===== config.mk =====
export PLATFORM = sky130hd
export DESIGN_NAME = xlsu_load_flat
export DESIGN_NICKNAME = d
export VERILOG_FILES = /design/src/rtl/xlsu_load_if.sv /design/src/rtl/xlsu_load.sv /design/src/flat_wrapper.sv
export SDC_FILE = /design/constraint.sdc
export NUM_CORES = 1
export LEC_CHECK = 0
export CORE_AREA = 3 3 136 138
export DETAILED_ROUTE_END_ITERATION = 12
export DIE_AREA = 0 0 139 141
export PLACE_DENSITY = 0.9
export SLEW_MARGIN = 20
export SYNTH_ARGS = -nofsm -noshare
export SYNTH_HDL_FRONTEND = slang
export SYNTH_SLANG_ARGS = --single-unit

===== constraint.sdc =====
create_clock -name clk_i -period 2.4 [get_ports clk_i]
set_clock_uncertainty 0.1 [all_clocks]
set_input_delay 0.24 -clock clk_i [delete_from_list [all_inputs] [get_ports clk_i]]
set_output_delay 0.24 -clock clk_i [all_outputs]
set_load 0.01 [all_outputs]

===== src/rtl/xlsu_load_if.sv =====
// Request, data-bus and writeback signals of the load unit.
// The slave modport is the load unit; the master modport is its environment.
interface xlsu_load_if;
   logic        valid_i;
   logic        ready_o;
   logic [63:0] addr_i;
   logic [1:0]  size_i;
   logic        unsigned_i;
   logic [4:0]  rd_i;
   logic [63:0] adr_o;
   logic [7:0]  sel_o;
   logic        cyc_o;
   logic        stb_o;
   logic [63:0] dat_i;
   logic        ack_i;
   logic        err_i;
   logic [4:0]  rd_o;
   logic [63:0] rdat_o;
   logic        rsx8_o;
   logic        rsx16_o;
   logic        rsx32_o;
   logic        rsx64_o;
   logic        rzx8_o;
   logic        rzx16_o;
   logic        rzx32_o;
   logic        fault_o;
   logic [1:0]  fault_cause_o;

   modport slave (
      input  valid_i, addr_i, size_i, unsigned_i, rd_i, dat_i, ack_i, err_i,
      output ready_o, adr_o, sel_o, cyc_o, stb_o, rd_o, rdat_o,
             rsx8_o, rsx16_o, rsx32_o, rsx64_o, rzx8_o, rzx16_o, rzx32_o,
             fault_o, fault_cause_o
   );

   modport master (
      output valid_i, addr_i, size_i, unsigned_i, rd_i, dat_i, ack_i, err_i,
      input  ready_o, adr_o, sel_o, cyc_o, stb_o, rd_o, rdat_o,
             rsx8_o, rsx16_o, rsx32_o, rsx64_o, rzx8_o, rzx16_o, rzx32_o,
             fault_o, fault_cause_o
   );
endinterface


===== src/rtl/xlsu_load.sv =====
// Load unit: one 64-bit bus read per request, right-aligns the addressed bytes and
// issues a single-cycle writeback strobe telling xrs how to extend the data.
module xlsu_load #(
   parameter int unsigned TIMEOUT_CYCLES = 255
) (
   input  logic        clk_i,
   input  logic        reset_i,
   xlsu_load_if.slave  lsu
);
   typedef enum logic [1:0] {ST_IDLE, ST_BUS, ST_DONE} state_t;

   state_t      state_q, state_d;
   logic [63:0] adr_q, adr_d;
   logic [7:0]  sel_q, sel_d;
   logic [2:0]  off_q, off_d;
   logic [1:0]  size_q, size_d;
   logic        uns_q, uns_d;
   logic [4:0]  rd_req_q, rd_req_d;
   logic [7:0]  cnt_q, cnt_d;
   logic [4:0]  rd_q, rd_d;
   logic [63:0] rdat_q, rdat_d;
   // one-hot: rsx8, rsx16, rsx32, rsx64, rzx8, rzx16, rzx32 (bit 0 upward)
   logic [6:0]  wb_q, wb_d;
   logic        fault_q, fault_d;
   logic [1:0]  cause_q, cause_d;

   logic        misaligned;
   logic [7:0]  sel_base;
   logic [63:0] shifted;
   logic [63:0] size_mask;
   logic [8:0]  cnt_inc;

   always_comb begin
      misaligned = 1'b0;
      sel_base   = 8'h01;
      case (lsu.size_i)
         2'd0: begin misaligned = 1'b0;                  sel_base = 8'h01; end
         2'd1: begin misaligned = lsu.addr_i[0];         sel_base = 8'h03; end
         2'd2: begin misaligned = |lsu.addr_i[1:0];      sel_base = 8'h0F; end
         default: begin misaligned = |lsu.addr_i[2:0];   sel_base = 8'hFF; end
      endcase
   end

   always_comb begin
      shifted   = lsu.dat_i >> {off_q, 3'b000};
      size_mask = 64'hFFFF_FFFF_FFFF_FFFF;
      case (size_q)
         2'd0:    size_mask = 64'h0000_0000_0000_00FF;
         2'd1:    size_mask = 64'h0000_0000_0000_FFFF;
         2'd2:    size_mask = 64'h0000_0000_FFFF_FFFF;
         default: size_mask = 64'hFFFF_FFFF_FFFF_FFFF;
      endcase
      cnt_inc = {1'b0, cnt_q} + 9'd1;
   end

   always_comb begin
      state_d  = state_q;
      adr_d    = adr_q;
      sel_d    = sel_q;
      off_d    = off_q;
      size_d   = size_q;
      uns_d    = uns_q;
      rd_req_d = rd_req_q;
      cnt_d    = cnt_q;
      rd_d     = rd_q;
      rdat_d   = rdat_q;
      cause_d  = cause_q;
      wb_d     = 7'd0;
      fault_d  = 1'b0;
      case (state_q)
         ST_IDLE: begin
            if (lsu.valid_i) begin
               off_d    = lsu.addr_i[2:0];
               size_d   = lsu.size_i;
               uns_d    = lsu.unsigned_i;
               rd_req_d = lsu.rd_i;
               if (misaligned) begin
                  state_d = ST_DONE;
                  fault_d = 1'b1;
                  cause_d = 2'b01;
               end else begin
                  adr_d   = {lsu.addr_i[63:3], 3'b000};
                  sel_d   = sel_base << lsu.addr_i[2:0];
                  cnt_d   = 8'd0;
                  state_d = ST_BUS;
               end
            end
         end
         ST_BUS: begin
            if (lsu.err_i) begin
               state_d = ST_DONE;
               fault_d = 1'b1;
               cause_d = 2'b10;
            end else if (lsu.ack_i) begin
               state_d = ST_DONE;
               rdat_d  = shifted & size_mask;
               rd_d    = rd_req_q;
               // x0 is never written: the read still completes but no strobe fires
               if (rd_req_q != 5'd0) begin
                  if (size_q == 2'd3 || !uns_q) wb_d[{1'b0, size_q}] = 1'b1;
                  else                          wb_d[3'd4 + {1'b0, size_q}] = 1'b1;
               end
            end else if (cnt_inc >= 9'(TIMEOUT_CYCLES)) begin
               state_d = ST_DONE;
               fault_d = 1'b1;
               cause_d = 2'b11;
            end else begin
               cnt_d = cnt_inc[7:0];
            end
         end
         default: state_d = ST_IDLE;
      endcase
   end

   always_ff @(posedge clk_i) begin
      if (reset_i) begin
         state_q  <= ST_IDLE;
         adr_q    <= 64'd0;
         sel_q    <= 8'd0;
         off_q    <= 3'd0;
         size_q   <= 2'd0;
         uns_q    <= 1'b0;
         rd_req_q <= 5'd0;
         cnt_q    <= 8'd0;
         rd_q     <= 5'd0;
         rdat_q   <= 64'd0;
         wb_q     <= 7'd0;
         fault_q  <= 1'b0;
         cause_q  <= 2'b00;
      end else begin
         state_q  <= state_d;
         adr_q    <= adr_d;
         sel_q    <= sel_d;
         off_q    <= off_d;
         size_q   <= size_d;
         uns_q    <= uns_d;
         rd_req_q <= rd_req_d;
         cnt_q    <= cnt_d;
         rd_q     <= rd_d;
         rdat_q   <= rdat_d;
         wb_q     <= wb_d;
         fault_q  <= fault_d;
         cause_q  <= cause_d;
      end
   end

   assign lsu.ready_o       = (state_q == ST_IDLE);
   assign lsu.cyc_o         = (state_q == ST_BUS);
   assign lsu.stb_o         = (state_q == ST_BUS);
   assign lsu.adr_o         = adr_q;
   assign lsu.sel_o         = sel_q;
   assign lsu.rd_o          = rd_q;
   assign lsu.rdat_o        = rdat_q;
   assign lsu.rsx8_o        = wb_q[0];
   assign lsu.rsx16_o       = wb_q[1];
   assign lsu.rsx32_o       = wb_q[2];
   assign lsu.rsx64_o       = wb_q[3];
   assign lsu.rzx8_o        = wb_q[4];
   assign lsu.rzx16_o       = wb_q[5];
   assign lsu.rzx32_o       = wb_q[6];
   assign lsu.fault_o       = fault_q;
   assign lsu.fault_cause_o = cause_q;
endmodule


===== src/flat_wrapper.sv =====
// flat-port wrapper written by rule: the top's interface ports become plain ports
module xlsu_load_flat 
#(
   parameter int unsigned TIMEOUT_CYCLES = 255
)
  (clk_i, reset_i, lsu_valid_i, lsu_addr_i, lsu_size_i, lsu_unsigned_i, lsu_rd_i, lsu_dat_i, lsu_ack_i, lsu_err_i, lsu_ready_o, lsu_adr_o, lsu_sel_o, lsu_cyc_o, lsu_stb_o, lsu_rd_o, lsu_rdat_o, lsu_rsx8_o, lsu_rsx16_o, lsu_rsx32_o, lsu_rsx64_o, lsu_rzx8_o, lsu_rzx16_o, lsu_rzx32_o, lsu_fault_o, lsu_fault_cause_o);
  xlsu_load_if lsu_i ();
  input  logic clk_i;
  input  logic reset_i;
  input wire logic [$bits(lsu_i.valid_i)-1:0] lsu_valid_i;
  input wire logic [$bits(lsu_i.addr_i)-1:0] lsu_addr_i;
  input wire logic [$bits(lsu_i.size_i)-1:0] lsu_size_i;
  input wire logic [$bits(lsu_i.unsigned_i)-1:0] lsu_unsigned_i;
  input wire logic [$bits(lsu_i.rd_i)-1:0] lsu_rd_i;
  input wire logic [$bits(lsu_i.dat_i)-1:0] lsu_dat_i;
  input wire logic [$bits(lsu_i.ack_i)-1:0] lsu_ack_i;
  input wire logic [$bits(lsu_i.err_i)-1:0] lsu_err_i;
  output wire logic [$bits(lsu_i.ready_o)-1:0] lsu_ready_o;
  output wire logic [$bits(lsu_i.adr_o)-1:0] lsu_adr_o;
  output wire logic [$bits(lsu_i.sel_o)-1:0] lsu_sel_o;
  output wire logic [$bits(lsu_i.cyc_o)-1:0] lsu_cyc_o;
  output wire logic [$bits(lsu_i.stb_o)-1:0] lsu_stb_o;
  output wire logic [$bits(lsu_i.rd_o)-1:0] lsu_rd_o;
  output wire logic [$bits(lsu_i.rdat_o)-1:0] lsu_rdat_o;
  output wire logic [$bits(lsu_i.rsx8_o)-1:0] lsu_rsx8_o;
  output wire logic [$bits(lsu_i.rsx16_o)-1:0] lsu_rsx16_o;
  output wire logic [$bits(lsu_i.rsx32_o)-1:0] lsu_rsx32_o;
  output wire logic [$bits(lsu_i.rsx64_o)-1:0] lsu_rsx64_o;
  output wire logic [$bits(lsu_i.rzx8_o)-1:0] lsu_rzx8_o;
  output wire logic [$bits(lsu_i.rzx16_o)-1:0] lsu_rzx16_o;
  output wire logic [$bits(lsu_i.rzx32_o)-1:0] lsu_rzx32_o;
  output wire logic [$bits(lsu_i.fault_o)-1:0] lsu_fault_o;
  output wire logic [$bits(lsu_i.fault_cause_o)-1:0] lsu_fault_cause_o;
  assign lsu_i.valid_i = lsu_valid_i;
  assign lsu_i.addr_i = lsu_addr_i;
  assign lsu_i.size_i = lsu_size_i;
  assign lsu_i.unsigned_i = lsu_unsigned_i;
  assign lsu_i.rd_i = lsu_rd_i;
  assign lsu_i.dat_i = lsu_dat_i;
  assign lsu_i.ack_i = lsu_ack_i;
  assign lsu_i.err_i = lsu_err_i;
  assign lsu_ready_o = lsu_i.ready_o;
  assign lsu_adr_o = lsu_i.adr_o;
  assign lsu_sel_o = lsu_i.sel_o;
  assign lsu_cyc_o = lsu_i.cyc_o;
  assign lsu_stb_o = lsu_i.stb_o;
  assign lsu_rd_o = lsu_i.rd_o;
  assign lsu_rdat_o = lsu_i.rdat_o;
  assign lsu_rsx8_o = lsu_i.rsx8_o;
  assign lsu_rsx16_o = lsu_i.rsx16_o;
  assign lsu_rsx32_o = lsu_i.rsx32_o;
  assign lsu_rsx64_o = lsu_i.rsx64_o;
  assign lsu_rzx8_o = lsu_i.rzx8_o;
  assign lsu_rzx16_o = lsu_i.rzx16_o;
  assign lsu_rzx32_o = lsu_i.rzx32_o;
  assign lsu_fault_o = lsu_i.fault_o;
  assign lsu_fault_cause_o = lsu_i.fault_cause_o;
  xlsu_load #(.TIMEOUT_CYCLES(TIMEOUT_CYCLES)) u_core (.clk_i(clk_i), .reset_i(reset_i), .lsu(lsu_i));
endmodule

-- After elaboration in Yosys (flattened, before gate mapping)
Cells that the tools add are included.
- logic and storage cells: 95
- register bits: 169
- input bits: 141
- equality and inequality tests: 15
- bitwise operators: 6
- $lt $le $gt $ge: 5
- muxes and demuxes: 32
- add/subtract/negate cells: 2
- reductions and logical operators: 19
- shift-type cells: 2
- operators with widths (kind ; count):
    one-hot mux 64 bit (3 select lines) ; 1
    bitwise AND 64 bit ; 1
    >> shifter 64 x 6 -> 64 bit ; 1
    two-way mux 8 bit ; 5
    one-hot mux 8 bit (3 select lines) ; 1
    two-way mux 2 bit ; 10
    one-hot mux 8 bit (2 select lines) ; 1
    inequality test 2 bit (second input constant) ; 5
    adder 8 x 1 -> 9 bit (second input constant) ; 1
    greater-or-equal comparator 9 x 8 -> 1 bit (second input constant) ; 1
    one-hot mux 2 bit (2 select lines) ; 2
    << shifter 8 x 3 -> 8 bit ; 1
    two-way mux 1 bit ; 7
    == test 2 x 1 -> 1 bit (second input constant) ; 3
    == test 2 bit (second input constant) ; 3
    logical NOT 2 bit ; 3
    AND reduction 3 bit ; 2
    AND reduction 6 bit ; 1
    OR reduction 6 bit ; 1
    NOT 1 bit ; 5
    AND reduction 5 bit ; 1
    nonzero test 5 bit ; 1
    OR reduction 5 bit ; 1
    < comparator 2 x 4 -> 1 bit (second input constant) ; 1
    other kinds (20) ; 22

-- Logic depth before layout (Yosys ltp)
Gate-level depths: netlist of run 1.
- depth in word-level cells: 6
- gate-level depth with buffers: 9

-- Worst setup path after synthesis of run 1
Ideal clock, no wire load.
- kind: register to register
- start: register u_core.cnt_q[0]
- end: register u_core.state_q[1]
- period minus slack after synthesis: 2116 ps
- stages on the path, launching flop included: 8
- setup slack: 284 ps
- buffers on the path: 0
- required time: 2188 ps
- arrival time: 1904 ps
- cell sequence: dfxtp_1 -> inv_1 -> ha_1 -> o21bai_1 -> o2111ai_1 -> nor4b_4 -> a21oi_1 -> a2111oi_1
- word-level cells in the longest chain between the ends: 4
- RTL lines (item ; line ; source):
    from (decl) ; xlsu_load.sv:19 ; logic [7:0] cnt_q, cnt_d;
    from (signal assigned) ; xlsu_load.sv:138 ; cnt_q <= cnt_d;
    adder 8 x 1 -> 9 bit ; xlsu_load.sv:53 ; cnt_inc = {1'b0, cnt_q} + 9'd1;
    greater-or-equal comparator 9 x 8 -> 1 bit ; xlsu_load.sv:103 ; end else if (cnt_inc >= 9'(TIMEOUT_CYCLES)) begin
    inequality test 4 x 3 -> 1 bit (no source line) ; n/a ;
    AND reduction 2 bit (no source line) ; n/a ;
    to (signal assigned) ; xlsu_load.sv:131 ; state_q <= state_d;
    to (decl) ; xlsu_load.sv:12 ; state_t state_q, state_d;
No other way between the ends.
A chain may end at the register's enable or synchronous reset.

-- Final worst setup path of run 1
- start: register u_core.state_q[0]
- end: output port lsu_cyc_o
- word-level cells in the longest chain between the ends: 1
- RTL lines (item ; line ; source):
    == test 2 x 1 -> 1 bit ; xlsu_load.sv:148 ; assign lsu.cyc_o = (state_q == ST_BUS);
    to (decl) ; flat_wrapper.sv:21 ; output wire logic [$bits(lsu_i.cyc_o)-1:0] lsu_cyc_o;
No other way between the ends.

==> results.json, run 1 <==
{
  "status": "complete, no violations",
  "hold_path.class": "input port to flip-flop",
  "worstReg2RegStart": "u_core.cnt_q[0]",
  "power.density_nw_per_um2": 601,
  "first_drt_iteration_drcs": 666,
  "grt_use_met1": 0.294,
  "io_buffers": 291,
  "synth-edff-count": 0,
  "most-common-layout-cells": "290 x sky130_fd_sc_hd__clkdlybuf4s50_1, 195 x sky130_fd_sc_hd__nand2_1, 165 x sky130_fd_sc_hd__dfxtp_1",
  "synthesis.area_um2": 7830,
  "mostFrequentLayoutCell": "sky130_fd_sc_hd__clkdlybuf4s50_1",
  "wl_um": 27300,
  "dieArea_um2": 19600,
  "via_count": 8311,
  "syn_warnings": 0,
  "minimum_setup_slack_among_reg_to_reg_paths_ns": 0.11,
  "cp-start-kind": "flip-flop",
  "report.final.setup_viol": 0,
  "filler_cell_count": 1386,
  "timing.max_slew.rel_slack": 0.536,
  "power.static_leakage_nw": 4.13,
  "worst_pin_slew_ns": 0.695,
  "cts.clk_slew.worst_paths_ns": 0.06,
  "worstPathMaxFanout": 11,
  "finalHoldWorstSlack_ns": 0.258,
  "critPathLaunch": "u_core.state_q[0]",
  "hold_viol_final": 0,
  "worst_r2r_path_depth": 9,
  "die_width_um": 139,
  "overflow": 0,
  "hold_start": "lsu_addr_i[45]",
  "clock_tree.buffer_depth": 2,
  "hold_path_depth": 3,
  "synth_largest_area_cell": "sky130_fd_sc_hd__dfxtp_1",
  "placed_cell_area_um2": 11000,
  "cts_buffers": 17,
  "post_synth_num_cell_types": 55,
  "placementRows": 48,
  "critical_path_arrival_ns": 1.97,
  "globalRoute.busiestLayer": "met2",
  "vert_die_dim_um": 141,
  "final_min_period_over_clock_period": 0.962,
  "cts_root_buffer": "sky130_fd_sc_hd__clkbuf_16",
  "fin_util": 0.675,
  "hpwl_um": 20600,
  "clock_latency_ns": 0.42,
  "fin_area_um2": 11700,
  "async_flop_share": 0,
  "first_pass_grt_wire_length_um": 42400,
  "syn_area_per_cell_um2": 7.96,
  "setup.worst_path.class": "flip-flop to output pin",
  "routed_via_density": 5.59,
  "route.antenna.remaining_nets": 0,
  "detail_route.first_pass.iterations": 6,
  "grt_start_max_net_pins": 98,
  "highest_clock_rate_ghz": 0.433,
  "vias_in_the_first_global_route": 8011,
  "clock_tree.htree_level_count": 4,
  "synthFlopType": "sky130_fd_sc_hd__dfxtp_1",
  "flow.area_growth_from_synthesis_pct": 49.1,
  "post_synthesis_sequential_element_count": 169,
  "finish.net_count": 1392,
  "required_ns": 2.06,
  "timing.critical_path.to_type": "output pin",
  "detail_route.drc_violations": 0,
  "floorplan.initialDensity": 0.453,
  "synth_area_leaders": "sky130_fd_sc_hd__dfxtp_1 43%, sky130_fd_sc_hd__nand2_1 9.4%, sky130_fd_sc_hd__a21oi_1 7.7%, sky130_fd_sc_hd__mux2i_1 7.0%, sky130_fd_sc_hd__nor2_1 5.2%",
  "antenna_diode_count": 0,
  "cts_num_sinks": 169,
  "globalRouteMet2Util": 0.487,
  "cts_tree": "yes",
  "synth_cells": 984,
  "rsz0062_at_grt": "true",
  "globalRouteTotalUtil": 0.270,
  "floorplan.core_area_um2": 17300,
  "top_level_ports": 295,
  "critPathCapture": "lsu_cyc_o",
  "ir_worst_vdd_uv": 471,
  "max_cap_viols": 0,
  "detail_route.wl_per_cell_um": 18.4,
  "synth_sequential_area_ratio": 0.432,
  "gp_congestion": 0.938,
  "critical_path.reg2reg.endpoint": "u_core.cnt_q[3]",
  "antenna_found_initial": 0,
  "grt_use_met3": 0.0733,
  "synth_top_cell_area_share": 0.432,
  "final_period_minus_worst_setup_slack_ns": 2.31,
  "layout-drive-gt1-share": 0.0769,
  "report.final.slew_viol_count": 0
}
[cells in the mapped netlist, types with 2 or more instances]
| library cell | n |
|---|---|
| sky130_fd_sc_hd__a211oi_1 | 37 |
| sky130_fd_sc_hd__a21o_1 | 4 |
| sky130_fd_sc_hd__a21oi_1 | 120 |
| sky130_fd_sc_hd__a22oi_1 | 41 |
| sky130_fd_sc_hd__a2bb2oi_1 | 8 |
| sky130_fd_sc_hd__a31oi_1 | 7 |
| sky130_fd_sc_hd__and2_1 | 3 |
| sky130_fd_sc_hd__and3_1 | 3 |
| sky130_fd_sc_hd__buf_1 | 16 |
| sky130_fd_sc_hd__buf_2 | 22 |
| sky130_fd_sc_hd__buf_4 | 4 |
| sky130_fd_sc_hd__clkbuf_1 | 45 |
| sky130_fd_sc_hd__dfxtp_1 | 169 |
| sky130_fd_sc_hd__ha_1 | 2 |
| sky130_fd_sc_hd__inv_1 | 12 |
| sky130_fd_sc_hd__mux2_2 | 8 |
| sky130_fd_sc_hd__mux2i_1 | 55 |
| sky130_fd_sc_hd__nand2_1 | 196 |
| sky130_fd_sc_hd__nand2b_1 | 6 |
| sky130_fd_sc_hd__nand3_1 | 5 |
| sky130_fd_sc_hd__nand4_1 | 4 |
| sky130_fd_sc_hd__nor2_1 | 108 |
| sky130_fd_sc_hd__nor2b_1 | 19 |
| sky130_fd_sc_hd__nor3_1 | 17 |
| sky130_fd_sc_hd__o2111ai_1 | 2 |
| sky130_fd_sc_hd__o21a_1 | 3 |
| sky130_fd_sc_hd__o21ai_0 | 22 |
| sky130_fd_sc_hd__o22ai_1 | 8 |
| sky130_fd_sc_hd__o41a_1 | 7 |
| sky130_fd_sc_hd__or3_1 | 4 |
| sky130_fd_sc_hd__or4_1 | 2 |
| sky130_fd_sc_hd__xnor2_1 | 2 |
[state kept, by name, indices dropped and copies added, names as in the netlist]
register / cells
u_core.lsu.adr_o: 61
u_core.size_q: 2
u_core.off_q: 3
u_core.lsu.sel_o: 8
u_core.uns_q: 1
u_core.lsu.rdat_o: 64
u_core.lsu.fault_o: 1
u_core.cnt_q: 8
u_core.state_q: 2
u_core.lsu.rd_o: 5
u_core.lsu.fault_cause_o: 2
u_core.rd_req_q: 5
u_core.wb_q: 7
[worst max-delay path, cell delays in order (launching register included)]
cell	delay, ns
sky130_fd_sc_hd__dfxtp_1	0.43
sky130_fd_sc_hd__nand2b_1	0.31
sky130_fd_sc_hd__inv_4	0.24
sky130_fd_sc_hd__clkdlybuf4s50_1	0.57
[through the flow]
stage	worst slack, ns	std cells	TNS, ns	power, mW
global placement	0.222	1452	0	4.21
detailed placement	0.0803	1452	0	4.22
floorplan	0.284	986	0	3.60
finish	0.0915	1487	0	7.03
global route	-0.00990	1487	-0.00990	7.28
CTS	0.0586	1485	0	7.06
[logic make-up (layout without fill, tap and decap cells)]
kind of cell               count (synthesis)  after routing  synth area share
other                                      1              3          0.000479
AOI/OAI and AO/OA                        266            266             0.213
adders and majority gates                  2              2           0.00319
and+or+nand+nor                          378            378             0.210
buffers and inverters                    102            378            0.0565
xor gates and xnor gates                   3              3           0.00335
muxes                                     63             63            0.0818
DFF                                      169            169             0.432
[worst min path at each step]
stage	to	slack (ns)
6_report	u_core.lsu.adr_o[45]	0.26
5_1_grt	u_core.lsu.adr_o[41]	0.26
4_1_cts	u_core.lsu.adr_o[59]	0.24
3_5_place_dp	u_core.lsu.adr_o[4]	0.35
3_3_place_gp	u_core.lsu.adr_o[17]	0.34
2_1_floorplan	u_core.rd_req_q[0]	0.28
[per-layer routing]
| metal | vias up | share of wire |
|---|---|---|
| met4 | 0 | 0.042 |
| li1 | 3946 | - |
| met2 | 458 | 0.50 |
| met1 | 3828 | 0.37 |
| met3 | 79 | 0.090 |
| met5 | - | 0 |
[power breakdown]
part | total, mW | internal [mW] | switching [mW]
clock | 2.85 | 1.73 | 1.12
combinational | 1.20 | 0.599 | 0.604
sequential | 2.97 | 2.89 | 0.0824
total | 7.03 | 5.22 | 1.80
[final cells by class]
cell class / count / area [um2] / share of cell area
clock inverters: 9 / 138 / 0.0118
clock buffers: 23 / 478 / 0.0409
flip-flops and latches: 169 / 3390 / 0.290
well taps: 225 / 282 / 0.0241
inverters: 13 / 51.3 / 0.00439
repair buffers: 333 / 3290 / 0.282
multi-input cells: 715 / 4050 / 0.347
[timing repair]
item                                    4_1_cts  5_1_grt
resized for setup                             0        4
buffers inserted                              0        2
endpoints found under the hold margin         2        0
endpoints found under the setup margin        0        5
hold buffers                                  1        0
Power figures use the tool's default switching activity.
==> run 2, diff against run 1 <==
--- a/constraint.sdc
+++ b/constraint.sdc
@@ -3,3 +3,3 @@
 set_input_delay 0.24 -clock clk_i [delete_from_list [all_inputs] [get_ports clk_i]]
 set_output_delay 0.24 -clock clk_i [all_outputs]
-set_load 0.01 [all_outputs]
+set_load 0.02 [all_outputs]
==> run 2 against run 1 <==
Effect of this change: wire length increased by 0.18%; cell count unchanged; power rose by 0.89%; first-iteration DRC count fell by 6.5%; combinational power up 5%; sequential power barely moved; non-clock buffer count stayed put.
==> results.json, run 2 (synthesis results as in run 1) <==
{
  "status": "complete, no violations",
  "mostFrequentLayoutCell": "sky130_fd_sc_hd__clkdlybuf4s50_1",
  "first_drt_iteration_drcs": 623,
  "grt_start_max_net_pins": 98,
  "timing.max_slew.rel_slack": 0.537,
  "required_ns": 2.63,
  "layout-drive-gt1-share": 0.0777,
  "timing.critical_path.to_type": "flip-flop",
  "filler_cell_count": 1386,
  "report.power.total_mw": 7.09,
  "globalRouteTotalUtil": 0.270,
  "report.final.slew_viol_count": 0,
  "multi_input_area_um2": 4050,
  "final_period_minus_worst_setup_slack_ns": 2.29,
  "cts.clk_slew.worst_paths_ns": 0.06,
  "highest_clock_rate_ghz": 0.436,
  "finish.cell_count_without_fillers": 1487,
  "worst_path_largest_cell_delay_ns": 0.39,
  "io_buffers": 291,
  "top_level_ports": 295,
  "cts_num_sinks": 169,
  "place.detailed.instances": 1452,
  "cp-start-kind": "flip-flop",
  "clock_tree.htree_level_count": 4,
  "detail_route.first_pass.iterations": 6,
  "hold_path.class": "input port to flip-flop",
  "setup.worst_path.class": "flip-flop to flip-flop",
  "largest_register_ffs": 64,
  "hold_start": "lsu_addr_i[45]",
  "worst_pin_slew_ns": 0.693,
  "die_width_um": 139,
  "worstPathMaxFanout": 5,
  "antenna_found_initial": 0,
  "path_delay_family": "compound AO/OA/AOI/OAI gates",
  "hold_path_depth": 3,
  "ir_worst_vdd_uv": 478,
  "worstReg2RegStart": "u_core.cnt_q[0]",
  "flow.area_growth_from_synthesis_pct": 49.2,
  "gp_congestion": 0.938,
  "rsz0062_at_grt": "true",
  "placed_cell_area_um2": 11000,
  "antenna_diode_count": 0,
  "most-common-layout-cells": "290 x sky130_fd_sc_hd__clkdlybuf4s50_1, 195 x sky130_fd_sc_hd__nand2_1, 165 x sky130_fd_sc_hd__dfxtp_1",
  "floorplan.core_area_um2": 17300,
  "cts_tree": "yes",
  "vias_in_the_first_global_route": 8011,
  "route.antenna.remaining_nets": 0,
  "timing.hold.worst_endpoint": "u_core.lsu.adr_o[45]",
  "via_count": 8283,
  "floorplan.initialDensity": 0.453,
  "detail_route.drc_violations": 0,
  "clock_latency_ns": 0.43,
  "cts_root_buffer": "sky130_fd_sc_hd__clkbuf_16",
  "fin_area_um2": 11700,
  "critical_path_arrival_ns": 2.53,
  "finish.net_count": 1392,
  "worst_r2r_path_depth": 9,
  "cts_buffers": 17,
  "cp_buf_inv_count": 2,
  "vert_die_dim_um": 141,
  "max_cap_viols": 0,
  "hpwl_um": 20600,
  "dieArea_um2": 19600,
  "placementRows": 48,
  "wl_um": 27400,
  "minimum_setup_slack_among_reg_to_reg_paths_ns": 0.11,
  "slowest_stage_cell_cp": "sky130_fd_sc_hd__or4_1",
  "critical_path.reg2reg.endpoint": "u_core.cnt_q[3]",
  "timing.critical_path.cells": "inv_1 > ha_1 > o21bai_1 > o2111ai_1 > nor4b_4 > a21o_1 > buf_4 > or4_1 > a31oi_1",
  "seqCellArea_um2": 3390,
  "overflow": 0,
  "detail_route.wl_per_cell_um": 18.4,
  "pre_cts_ws_ns": 0.0803,
  "power.density_nw_per_um2": 607,
  "power.static_leakage_nw": 4.13,
  "final_min_period_over_clock_period": 0.956,
  "report.final.setup_viol": 0,
  "first_pass_grt_wire_length_um": 42400,
  "layout_setup_ws_ns": 0.106,
  "clock_tree.buffer_depth": 2,
  "routed_via_density": 5.57,
  "hold_viol_final": 0
}
-- run 2: cell counts in the layout (fill, tap and decap cells not counted) --
No cell type changed its count.
-- run 2: final cells by class --
cell class | instances | area share
flip-flops and latches | 169 | 0.290
well taps | 225 | 0.0241
repair buffers | 333 | 0.282
clock buffers | 23 | 0.0409
inverters | 13 | 0.00439
multi-input cells | 715 | 0.347
clock inverters | 9 | 0.0118
-- run 2: how the worst max path moves through the flow --
stage                            from                     to  slack [ns]  depth (start not counted)
floorplan             u_core.cnt_q[0]        u_core.cnt_q[0]        0.28                          8
global placement            lsu_err_i  u_core.lsu.rdat_o[13]        0.22                          6
detailed placement          lsu_err_i  u_core.lsu.rdat_o[14]        0.08                          6
CTS                 u_core.state_q[0]              lsu_cyc_o        0.03                          3
global route          u_core.cnt_q[0]        u_core.cnt_q[0]      -0.008                          8
finish                u_core.cnt_q[0]        u_core.cnt_q[3]        0.11                          9
-- run 2: per-layer routing --
layer	share of wire	GRT usage	wire [um]
met5	0	0	0
met4	0.040	0.131	1110
met3	0.086	0.0733	2360
met2	0.50	0.487	13600
met1	0.38	0.294	10300
-- run 2: timing repair --
item,in CTS,in global routing
hold buffers,1,0
setup endpoints to repair,2,5
resized for setup,1,4
hold endpoints to repair,2,0
buffers inserted,0,2
-- run 2: power breakdown --
group / switching (mW) / total, mW / internal (mW) / leakage (nW)
Combinational: 0.663 / 1.26 / 0.599 / 2.45
Sequential: 0.0829 / 2.98 / 2.89 / 1.37
Clock: 1.12 / 2.85 / 1.73 / 0.300
Total: 1.87 / 7.09 / 5.22 / 4.13
-- run 2: through the flow --
| step | utilization | hold slack [ns] | TNS [ns] |
|---|---|---|---|
| 6_report | 0.676 | 0.255 | 0 |
| 5_1_grt | 0.676 | 0.261 | -0.00812 |
| 4_1_cts | 0.674 | 0.244 | 0 |
| 3_5_place_dp | 0.638 | 0.346 | 0 |
| 3_3_place_gp | 0.638 | 0.341 | 0 |
| 2_1_floorplan | - | 0.276 | 0 |
-- run 2: worst register-to-register path, cell delays in order (launching register included) --
cell and delay [ns]:
sky130_fd_sc_hd__dfxtp_2 0.37, sky130_fd_sc_hd__inv_1 0.08, sky130_fd_sc_hd__ha_1 0.31, sky130_fd_sc_hd__o21bai_1 0.07
sky130_fd_sc_hd__o2111ai_1 0.16, sky130_fd_sc_hd__nor4b_4 0.10, sky130_fd_sc_hd__a21o_1 0.21, sky130_fd_sc_hd__buf_4 0.15
sky130_fd_sc_hd__or4_1 0.39, sky130_fd_sc_hd__a31oi_1 0.25
==> run 3, diff against run 2 <==
- GPL_TIMING_DRIVEN: unset -> 0
==> run 3 against run 2 <==
Effect of this change: first-iteration DRC count is 14% higher; maximum frequency decreased by 0.25%; highest routed layer unchanged; power decreased by 3.7%; via count grew 5.5%; critical endpoint is now u_core.lsu.rdat_o[9]; cell count increased by 3.4%; critical path depth shrank 1; wire length up 13%; die area is the same.
==> results.json, run 3 (synthesis results as in run 1) <==
{
  "status": "complete, no violations",
  "placed_cell_area_um2": 11000,
  "rsz0062_at_grt": "false",
  "power.static_leakage_nw": 4.09,
  "cts_root_buffer": "sky130_fd_sc_hd__clkbuf_16",
  "timing.critical_path.to_type": "flip-flop",
  "top_level_ports": 295,
  "largest_register_ffs": 64,
  "placementRows": 48,
  "hold_viol_final": 0,
  "via_count": 8741,
  "finish.net_count": 1443,
  "final_period_minus_worst_setup_slack_ns": 2.30,
  "globalRouteTotalUtil": 0.302,
  "cts_num_sinks": 169,
  "worstPathMaxFanout": 10,
  "most-common-layout-cells": "287 x sky130_fd_sc_hd__clkdlybuf4s50_1, 196 x sky130_fd_sc_hd__nand2_1, 168 x sky130_fd_sc_hd__dfxtp_1",
  "vert_die_dim_um": 141,
  "timing.max_slew.rel_slack": 0.499,
  "layout_setup_ws_ns": 0.101,
  "pre_cts_ws_ns": -0.211,
  "detail_route.first_pass.iterations": 6,
  "critical_path_arrival_ns": 2.48,
  "gp_congestion": 1.00,
  "setup.worst_path.class": "flip-flop to flip-flop",
  "grt_use_met1": 0.338,
  "final_min_period_over_clock_period": 0.958,
  "grt_start_max_net_pins": 17,
  "floorplan.core_area_um2": 17300,
  "detail_route.drc_violations": 0,
  "fin_area_um2": 11600,
  "cts.clk_slew.worst_paths_ns": 0.07,
  "grt_use_met3": 0.0763,
  "max_cap_viols": 0,
  "report.final.setup_viol": 0,
  "vias_in_the_first_global_route": 8518,
  "first_drt_iteration_drcs": 710,
  "layout-drive-gt1-share": 0.0716,
  "fin_util": 0.673,
  "hold_path.class": "input port to flip-flop",
  "hpwl_um": 23800,
  "clock_tree.htree_level_count": 4,
  "cp-start-kind": "flip-flop",
  "die_width_um": 139,
  "dieArea_um2": 19600,
  "route.antenna.remaining_nets": 0,
  "flow.area_growth_from_synthesis_pct": 48.6,
  "required_ns": 2.58,
  "cts_tree": "yes",
  "worst_pin_slew_ns": 0.749,
  "fin_setup_tns_ns": 0,
  "io_buffers": 287,
  "globalRoute.busiestLayer": "met2",
  "filler_cell_count": 1423,
  "report.power.total_mw": 6.83,
  "clock_tree.buffer_depth": 2,
  "antenna_diode_count": 0,
  "routed_via_density": 5.69,
  "power.density_nw_per_um2": 586,
  "highest_clock_rate_ghz": 0.435,
  "globalRouteMet2Util": 0.522,
  "report.final.slew_viol_count": 0,
  "wl_um": 30900,
  "clock_latency_ns": 0.42,
  "overflow": 0,
  "first_pass_grt_wire_length_um": 46900,
  "mostFrequentLayoutCell": "sky130_fd_sc_hd__clkdlybuf4s50_1",
  "ir_worst_vdd_uv": 481,
  "cts_buffers": 17,
  "detail_route.wl_per_cell_um": 20.1,
  "antenna_found_initial": 0,
  "floorplan.initialDensity": 0.453
}
## run 3: cell types whose count changed in the layout (fill, tap and decap cells not counted), sizes merged
cell           previous run  this run
inv                      15        18
bufinv                    3         0
clkdlybuf4s50           290       287
clkinv                    3         4
clkbuf                   23        69
clkinvlp                  1         3
dlygate4sd3               1         0
buf                      42        47
## run 3: worst paths after layout
kind | startpoint | to | slack, ns | cells past startpoint
max | u_core.off_q[0] | u_core.lsu.rdat_o[9] | 0.10 | 8
min | reset_i | u_core.state_q[1] | 0.03 | 2
max reg2reg | u_core.off_q[0] | u_core.lsu.rdat_o[9] | 0.10 | 8
min reg2reg | u_core.lsu.sel_o[0] | u_core.lsu.sel_o[0] | 0.35 | 2
## run 3: routing by layer
| layer | vias to the layer above | wire [um] |
|---|---|---|
| met1 | 4033 | 11500 |
| met4 | 0 | 1860 |
| met5 | - | 0 |
| met2 | 549 | 14800 |
| met3 | 114 | 2720 |
| li1 | 4045 | - |
## run 3: final cells by class
type                            instances  area [um2]  area share
Clock buffer                           19         443      0.0380
Timing Repair Buffer                  295        2940       0.252
Sequential cell                       169        3390       0.291
Tap cell                              225         282      0.0242
Clock inverter                         12        92.6     0.00795
Multi-Input combinational cell        715        4040       0.347
Buffer                                 89         405      0.0348
Inverter                               13        51.3     0.00441
## run 3: stage by stage
| stage | instances | hold slack [ns] |
|---|---|---|
| 5_1_grt | 1537 | 0.0375 |
| 3_3_place_gp | 1498 | 0.340 |
| 3_5_place_dp | 1498 | 0.345 |
| 4_1_cts | 1532 | 0.0211 |
| 6_report | 1537 | 0.0338 |
| 2_1_floorplan | 986 | 0.276 |
## run 3: critical path: stages, from the launching register on
cell and delay [ns]:
sky130_fd_sc_hd__dfxtp_1 0.33, sky130_fd_sc_hd__buf_2 0.22, sky130_fd_sc_hd__buf_2 0.27, sky130_fd_sc_hd__buf_1 0.47, sky130_fd_sc_hd__nor2_1 0.12, sky130_fd_sc_hd__a21oi_1 0.24
sky130_fd_sc_hd__mux2i_1 0.15, sky130_fd_sc_hd__a22oi_1 0.19, sky130_fd_sc_hd__nor2_1 0.06
## run 3: repair_timing
action	in CTS	in global routing
gates resized for setup	0	19
pin swaps	1	4
hold buffers	0	0
setup endpoints to repair	2	32
setup buffers	3	5
## run 3: where the power goes
group / leakage [nW] / switching (mW) / internal [mW] / total (mW)
Sequential: 1.37 / 0.0475 / 2.89 / 2.94
Combinational: 2.46 / 0.760 / 0.579 / 1.34
Clock: 0.258 / 1.19 / 1.36 / 2.55
==> edit: new RTL, flow settings as in run 3 <==
The 3 states of `state_t` get a one-hot encoding in 3 bits.
--- a/src/rtl/xlsu_load.sv
+++ b/src/rtl/xlsu_load.sv
@@ -7,7 +7,7 @@
    input  logic        reset_i,
    xlsu_load_if.slave  lsu
 );
-   typedef enum logic [1:0] {ST_IDLE, ST_BUS, ST_DONE} state_t;
+   typedef enum logic [2:0] {ST_IDLE = 3'b001, ST_BUS = 3'b010, ST_DONE = 3'b100} state_t;
 
    state_t      state_q, state_d;
    logic [63:0] adr_q, adr_d;
Formal check against the unedited RTL: no difference found for any inputs over 4 cycles, from zero or initial values and one cycle with reset_i high; so few cycles prove little.
==> edit against run 3 <==
Fmax is 1.5% lower. Cell area rose by 2.6%. Wire length fell by 2.4%. Sequential cell count is 1 higher. Synthesized cell count down 1.9%. Total power grew 4.2%. Worst setup slack got worse by 0.035 ns. Synthesized area is 3.4% higher. Critical endpoint is now u_core.lsu.rdat_o[23]$_SDFFE_PP0P_.
==> edit: results (changes against run 3) <==
================================================================================
Result of the run                                                   complete, no violations
Critical Path AT                                                         2.54 ns   +0.06 ns
Final net count                                                             1418   -1.7%
Maximum buffer depth of the clock tree                                         2   unchanged
Routability-driven placement congestion ratio                             0.9344   -6.7%
CTS HTree Levels                                                               4   unchanged
Detailed placement HPWL                                                 22.91 mm   -3.7%
First-pass iteration count of the detailed router                              5   -1
Number of inserted diodes                                                      0   unchanged
Ratio of routed vias to standard cells                                     5.751   +1.1%
Distinct cell type count after synthesis                                      59   +7.3%
Placement Setup Slack                                                 -0.2847 ns   -0.07380 ns
Leakage power                                                           4.157 nW   +1.6%
Vias in the first global route                                              8407   -1.3%
Worst-case headroom to the max-slew limit                                 40.03%   -9.9 points
TritonCTS Buffers                                                             17   unchanged
Total of buffers placed on input and output ports                            287   unchanged
Clock transition at the registers of the reported paths                  0.07 ns   about the same
GRT Util Overall                                                          29.75%   -0.49 points
FFs w/ async S/R, synth                                                       0%   unchanged
Max IR drop VDD                                                        0.4938 mV   +2.6%
Number of flip-flops under the largest register name                          64   unchanged
Pin count of the biggest net entering global routing                          19   +2
Most area-consuming cells after synthesis                           sky130_fd_sc_hd__dfxtp_1 (42%), sky130_fd_sc_hd__nand2_1 (8.9%), sky130_fd_sc_hd__a21oi_1 (6.4%)
Number of antenna violations at the first check in global routing              0   unchanged
Total routed wirelength                                                 30.16 mm   -2.4%
Commonest cells post-synth                                          sky130_fd_sc_hd__nand2_1 (191), sky130_fd_sc_hd__dfxtp_1 (170), sky130_fd_sc_hd__a21oi_1 (104), sky130_fd_sc_hd__nor2_1 (99), sky130_fd_sc_hd__clkbuf_1 (61)
Sequential-to-total area share from yosys stat                            42.03%   -1.2 points
Hold Path Class                                                        in -> reg
Number of DRC markers after the initial detailed-route iteration             901   +27%
Fraction of final layout cells sized beyond drive strength 1              10.25%   +3.1 points
First-pass GRT wire length                                              46.11 mm   -1.7%
================================================================================
## edit: what timing repair did
item,in CTS,in global routing
buffers inserted,2,2
gates resized for setup,10,17
pin swaps,2,1
endpoints found under the setup margin,39,44
## edit: cell families after synthesis
logic type | Yosys count | synth area share [%]
other | 1 | 0.04632
buffers and inverters | 100 | 5.177
and+or+nand+nor | 374 | 20.74
muxes | 92 | 14.40
DFF | 170 | 42.03
adders and majority gates | 2 | 0.3090
AOI/OAI and AO/OA | 226 | 17.29
## edit: layout make-up
cell class              count  area, µm²
inverters                  13      48.80
clock buffers              17      425.4
multi-input cells         697       4338
repair buffers            291       2900
fillers                  1338       5349
flip-flops and latches    170       3405
clock inverters            15      176.4
well taps                 225      281.5
plain buffers              85      372.9
## edit: worst max-delay path: stages, from the launching register on
cell	delay [ns]
sky130_fd_sc_hd__dfxtp_1	0.30
sky130_fd_sc_hd__buf_2	0.30
sky130_fd_sc_hd__clkbuf_1	0.45
sky130_fd_sc_hd__buf_1	0.56
sky130_fd_sc_hd__o31ai_1	0.21
sky130_fd_sc_hd__a22oi_1	0.22
sky130_fd_sc_hd__nor2_1	0.06
## edit: path summary, 6_finish.rpt
check | start | endpoint | slack, ns | depth (start not counted)
setup reg to reg | u_core.off_q[2]$_SDFFE_PP0P_ | u_core.lsu.rdat_o[23]$_SDFFE_PP0P_ | 0.07 | 6
hold / removal | lsu_addr_i[0] | u_core.off_q[0]$_SDFFE_PP0P_ | 0.12 | 3
hold reg to reg | u_core.lsu.adr_o[5]$_SDFFE_PP0P_ | u_core.lsu.adr_o[5]$_SDFFE_PP0P_ | 0.35 | 2
setup / recovery | u_core.off_q[2]$_SDFFE_PP0P_ | u_core.lsu.rdat_o[23]$_SDFFE_PP0P_ | 0.07 | 6
## edit: layer usage
| layer | global-route usage (%) | share of wire, % | up-vias |
|---|---|---|---|
| li1 | - | - | 3973 |
| met1 | 33.13 | 36 | 4040 |
| met2 | 52.57 | 50 | 607 |
| met3 | 9.701 | 11 | 82 |
| met4 | 12.15 | 3.9 | 0 |
| met5 | 0 | 0 | - |
## edit: where the power goes
| group | switching [W] | internal (W) | total (W) |
|---|---|---|---|
| sequential | 0.0000473 | 0.00291 | 0.00295 |
| combinational | 0.000729 | 0.000616 | 0.00135 |
| clock | 0.00132 | 0.00149 | 0.00282 |
## edit: metrics by stage
step                      TNS [ns]  power, W  instances  instance area [µm²]
after floorplan                  0  0.003701        967                 8104
after global placement      -5.863  0.004312       1479                11260
after detailed placement    -8.320  0.004328       1479                11260
after CTS                        0  0.007108       1512                11890
after global routing      -0.04147  0.007335       1513                11950
final                            0  0.007115       1513                11950
